[src/rtl/rtc_refresh_sequencer.sv]
// Once-per-frame refresher of the 9-byte display bank: fetches time, date and timer bytes from
// the RTC over a req/ack handshake during vertical blanking and writes them to positions 0-8.
module rtc_refresh_sequencer #(
  parameter int         ACK_TIMEOUT = 255,
  parameter logic [7:0] ADDR_SEG    = 8'h21,
  parameter logic [7:0] ADDR_MIN    = 8'h22,
  parameter logic [7:0] ADDR_HORA   = 8'h23,
  parameter logic [7:0] ADDR_ANIO   = 8'h26,
  parameter logic [7:0] ADDR_MES    = 8'h25,
  parameter logic [7:0] ADDR_DIA    = 8'h24,
  parameter logic [7:0] ADDR_TSEG   = 8'h41,
  parameter logic [7:0] ADDR_TMIN   = 8'h42,
  parameter logic [7:0] ADDR_THORA  = 8'h43
) (
  input  logic       clk,
  input  logic       reset,
  input  logic       v_sync,
  input  logic       sw_formato,
  input  logic [1:0] FSMedit,
  input  logic       rtc_ack,
  input  logic [7:0] rtc_rdata,
  output logic       rtc_req,
  output logic [7:0] rtc_addr,
  output logic [3:0] posicion,
  output logic [7:0] data_out,
  output logic       control_dato_lectura,
  output logic       busy,
  output logic       frame_done,
  output logic       rtc_err
);

  localparam int TW = $clog2(ACK_TIMEOUT + 1);

  typedef enum logic [2:0] {IDLE, SEL, REQ, WRITE, NEXT, DONE} state_t;

  state_t        state, state_nxt;
  logic [3:0]    idx;
  logic [TW-1:0] timer;
  logic          vs_p0, vs_p1;
  logic          abort_q;
  logic          fall, abort_now, skip, timeout;

  function automatic logic [7:0] addr_of(input logic [3:0] i);
    case (i)
      4'd0:    addr_of = ADDR_SEG;
      4'd1:    addr_of = ADDR_MIN;
      4'd2:    addr_of = ADDR_HORA;
      4'd3:    addr_of = ADDR_ANIO;
      4'd4:    addr_of = ADDR_MES;
      4'd5:    addr_of = ADDR_DIA;
      4'd6:    addr_of = ADDR_TSEG;
      4'd7:    addr_of = ADDR_TMIN;
      default: addr_of = ADDR_THORA;
    endcase
  endfunction

  function automatic logic in_edit(input logic [1:0] grp, input logic [3:0] i);
    case (grp)
      2'd3:    in_edit = (i <= 4'd2);
      2'd2:    in_edit = (i >= 4'd3) && (i <= 4'd5);
      2'd1:    in_edit = (i >= 4'd6);
      default: in_edit = 1'b0;
    endcase
  endfunction

  // Only the hours byte is reformatted; out-of-range hours pass through with the PM bit cleared.
  function automatic logic [7:0] conv(input logic [3:0] i, input logic [7:0] b, input logic fmt);
    logic [5:0] h;
    logic [5:0] m;
    logic       tens;
    logic [3:0] ones;
    conv = b;
    if (i == 4'd2) begin
      if (!fmt || (b > 8'h23)) begin
        conv = {1'b0, b[6:0]};
      end else begin
        h    = 6'(b[5:4]) * 6'd10 + 6'(b[3:0]);
        m    = (h >= 6'd12) ? h - 6'd12 : h;
        m    = (m == 6'd0) ? 6'd12 : m;
        tens = (m >= 6'd10);
        ones = tens ? 4'(m - 6'd10) : m[3:0];
        conv = {(h >= 6'd12), 2'b00, tens, ones};
      end
    end
  endfunction

  assign fall      = vs_p1 & ~vs_p0;
  assign abort_now = abort_q | vs_p0;
  assign skip      = in_edit(FSMedit, idx);
  assign timeout   = (timer == TW'(ACK_TIMEOUT - 1));

  always_ff @(posedge clk or posedge reset) begin
    if (reset) state <= IDLE;
    else       state <= state_nxt;
  end

  always_comb begin
    state_nxt = state;
    case (state)
      IDLE:  if (fall) state_nxt = SEL;
      SEL:   state_nxt = abort_now ? IDLE : (skip ? NEXT : REQ);
      REQ: begin
        if (rtc_ack)      state_nxt = abort_now ? IDLE : WRITE;
        else if (timeout) state_nxt = abort_now ? IDLE : NEXT;
      end
      WRITE: state_nxt = NEXT;
      NEXT:  state_nxt = abort_now ? IDLE : ((idx == 4'd8) ? DONE : SEL);
      DONE:  state_nxt = IDLE;
      default: state_nxt = IDLE;
    endcase
  end

  always_comb begin
    busy                 = (state != IDLE) && (state != DONE);
    rtc_req              = (state == REQ);
    rtc_addr             = rtc_req ? addr_of(idx) : 8'h00;
    control_dato_lectura = (state == WRITE) && !abort_now;
    posicion             = control_dato_lectura ? idx : 4'd9;
    frame_done           = (state == DONE);
  end

  // v_sync sampling, sequence bookkeeping and captured write data.
  always_ff @(posedge clk or posedge reset) begin
    if (reset) begin
      vs_p0    <= 1'b0;
      vs_p1    <= 1'b0;
      idx      <= 4'd0;
      timer    <= '0;
      abort_q  <= 1'b0;
      rtc_err  <= 1'b0;
      data_out <= 8'h00;
    end else begin
      vs_p0 <= v_sync;
      vs_p1 <= vs_p0;
      timer <= (state == REQ) ? timer + 1'b1 : '0;
      if (state == IDLE && fall) begin
        idx     <= 4'd0;
        rtc_err <= 1'b0;
        abort_q <= 1'b0;
      end else if (busy && vs_p0) begin
        abort_q <= 1'b1;
      end
      if (state == NEXT && !abort_now && idx != 4'd8) idx <= idx + 4'd1;
      if (state == REQ && !rtc_ack && timeout) rtc_err <= 1'b1;
      if (state == REQ && rtc_ack && !abort_now) data_out <= conv(idx, rtc_rdata, sw_formato);
    end
  end

endmodule

[config.mk]
export PLATFORM = sky130hd
export DESIGN_NAME = rtc_refresh_sequencer
export DESIGN_NICKNAME = d
export VERILOG_FILES = /design/src/rtl/rtc_refresh_sequencer.sv
export SDC_FILE = /design/constraint.sdc
export NUM_CORES = 1
export LEC_CHECK = 0
export ABC_AREA = 1
export CORE_MARGIN = 2
export CORE_UTILIZATION = 55
export CTS_CLUSTER_DIAMETER = 80
export DETAILED_ROUTE_END_ITERATION = 8
export PLACE_DENSITY = 0.85
export SETUP_SLACK_MARGIN = 0.15
export SKIP_LAST_GASP = 1
export SYNTH_ARGS = -nofsm -noshare
export SYNTH_HDL_FRONTEND = slang
export SYNTH_SLANG_ARGS = --single-unit
[constraint.sdc]
create_clock -name clk -period 2.9 [get_ports clk]
set_clock_uncertainty 0.15 [all_clocks]
set_input_delay 0.435 -clock clk [delete_from_list [all_inputs] [get_ports clk]]
set_output_delay 0.435 -clock clk [all_outputs]
set_load 0.005 [all_outputs]
==> out/metrics.csv <==
metric,value,unit
setup_viol,0,
drt-initial-drc-count,76,
clkSinkCount,27,
die_area,0.00390,mm²
synth_area,0.00188,mm²
crit_required,2.96,ns
min-delay-path-class,in2async,
ctsHoldBuffers,0,
placement.io_buffers,36,
cp-end-kind,register,
utilization,76.4,%
status,completed,
cap_violations,0,
cts_tree,yes,
diodes,0,
layout_min_cycle_time,2.65,ns
drt_wl_total,4.39,mm
chipWidth,62.4,µm
slew_headroom,56.1,%
instances_no_fill,363,
synth.avg_cell_area,7.28,µm²
worst_pin_slew,0.656,ns
ys_types,32,
reg2reg_to,data_out[3],
drtPass1Iterations,4,
worstRegToRegCells,5,
grt_pass1_wl,7.57,mm
cts_buffers,3,
hpwl,3.45,mm
crit_path_start_kind,primary input,
post_drt_wl_per_cell,12.1,µm
report.power.total,0.00129,W
rows,21,
grt_pass1_vias,1839,
timing.rr.start,vs_p0,
start_util,56.7,%
core,0.00331,mm²
r2r_slack,0.79,ns
dieHeight,62.4,µm
ys_warn_count,0,
final-hold-violation-count,0,
gp_congestion,0.837,
tns,0,ns
antenna_found_initial,0,
grtUsageTotal,23.6,%
multi_input_area,0.00106,mm²
rsz0062_at_grt,true,
clkSlewWorstSetupHoldPaths,0.15,ns
synth_seq_area_share,36.0,%
cts_root_buf,clkbuf_4,
ant_nets,0,
finalHoldWorstSlack,0.282,ns
cts_buffer_depth,2,
path_class,in2reg,
netlist_instances,258,
vias,1866,
peakVddDrop,0.427,mV
dp_cells,354,
crit_arrival,2.71,ns
via_per_inst,5.14,
htree_levels,1,
clkLatencyLatePin,0.33,ns
fillCellCount,268,
remaining_drc_errors,0,
critPathMaxFanout,4,
grt_max_degree,28,
area_delta_synth_final,34.6,%
regArea,678,µm²
drive_above_1_share,18.6,%
io_pins,40,
clock.fmax,0.378,GHz
p_per_area,509,mW/mm²
gr-total-overflow,0,
period_share,91.3,%
ys_seq_elements,27,
slew_viol_final,0,
leakagePower,1.24,nW
final_cell_mix,"inv_1 (44), nand2_1 (38), clkdlybuf4s50_1 (32)",
final_common_cell,inv_1,
final_nets,345,
[critical path, cell delays in order]
cell and delay (ns):
dlygate4sd2_1 0.24, ha_2 0.19, fa_2 0.35, buf_4 0.15, nand2_2 0.06, nand2_2 0.06
inv_2 0.06, ha_4 0.15, nor2_4 0.05, nand3_2 0.10, nand2_2 0.08, nand2_4 0.07
inv_1 0.04, a31oi_1 0.16, ha_2 0.19, inv_1 0.04, nand4_1 0.08, nand3_1 0.08
nand2_1 0.07, nand2_1 0.05
[flip-flops by register name, summed over array words and instances (netlist names)]
name	flops
abort_q	1
rtc_err	1
vs_p1	1
data_out	8
vs_p0	1
idx	4
timer	8
state	3
[where the power goes]
part | total, W | internal [W] | switching (W)
Combinational | 0.000627 | 0.000308 | 0.000319
Sequential | 0.000501 | 0.000448 | 0.0000532
Clock | 0.000159 | 0.0000516 | 0.000107
[metrics by stage]
| step | area [µm²] | worst slack [ns] |
|---|---|---|
| after floorplan | 1890 | 0.162 |
| after global placement | 2400 | -0.315 |
| after detailed placement | 2400 | -0.429 |
| after CTS | 2470 | 0.219 |
| after global routing | 2530 | 0.0952 |
| final | 2530 | 0.252 |
[kinds of logic (layout without fill, tap and decap cells)]
group | count (synthesis) | after routing | synth area share (%)
compound gates | 44 | 44 | 13.2
fa+ha+maj | 12 | 12 | 8.39
xor+xnor | 1 | 1 | 0.466
flops | 27 | 27 | 36.0
buf+inv | 52 | 109 | 11.0
other cells | 1 | 3 | 0.200
simple gates | 121 | 121 | 30.8
[cell type report]
class / count / share of cell area (%)
timing repair buffer: 58 / 20.7
clock inverter: 1 / 0.198
clock buffer: 3 / 0.891
inverter: 47 / 6.98
multi-input combinational: 181 / 42.1
sequential: 27 / 26.8
tap: 46 / 2.28
[worst max-delay path by stage]
stage,start,endpoint,slack [ns],depth (start not counted)
after floorplan,rtc_rdata[1],data_out[3],0.16,20
after global placement,rtc_rdata[1],data_out[3],-0.32,21
after detailed placement,rtc_rdata[1],data_out[3],-0.43,21
after CTS,rtc_rdata[4],data_out[3],0.22,20
after global routing,rtc_rdata[1],data_out[3],0.1,19
final,rtc_rdata[1],data_out[3],0.25,20
[synthesized netlist by cell type]
master | count | area, µm²
o41ai_1 | 1 | 8.76
a31oi_1 | 4 | 25.0
nand4_1 | 2 | 12.5
o21ai_1 | 5 | 25.0
a21oi_1 | 17 | 85.1
buf_4 | 3 | 22.5
xor2_1 | 1 | 8.76
inv_1 | 46 | 173
dfrtp_1 | 27 | 676
a22oi_1 | 1 | 7.51
a22o_1 | 1 | 8.76
fa_1 | 1 | 20.0
nand3_1 | 14 | 70.1
inv_2 | 1 | 3.75
nand2_1 | 43 | 161
nand2_2 | 6 | 37.5
a21o_1 | 1 | 7.51
o31ai_1 | 2 | 15.0
o21ai_0 | 10 | 50.1
nand3_2 | 7 | 70.1
and3_1 | 3 | 18.8
ha_1 | 11 | 138
conb_1 | 1 | 3.75
nor2_1 | 30 | 113
nor3_1 | 12 | 60.1
nor2_4 | 1 | 11.3
nor3_2 | 1 | 10.0
o32ai_1 | 1 | 8.76
clkbuf_1 | 2 | 7.51
nor2_2 | 1 | 6.26
nor3b_1 | 1 | 7.51
o22ai_1 | 1 | 6.26
[layer usage]
layer	share of wire (%)	routed length, µm	vias up	track usage (%)
li1	-	-	955	-
met1	45	1970	850	28.5
met2	50	2200	49	43.7
met3	2.7	119	12	1.80
met4	2.5	108	0	8.89
met5	0	0	-	0
[repair_timing]
action / in CTS / in global routing
endpoints found under the setup margin: 4 / 5
resized for setup: 9 / 13
pin swaps: 10 / 10
buffers inserted: 3 / 2
No activity file was read; power rests on OpenSTA's default activity.
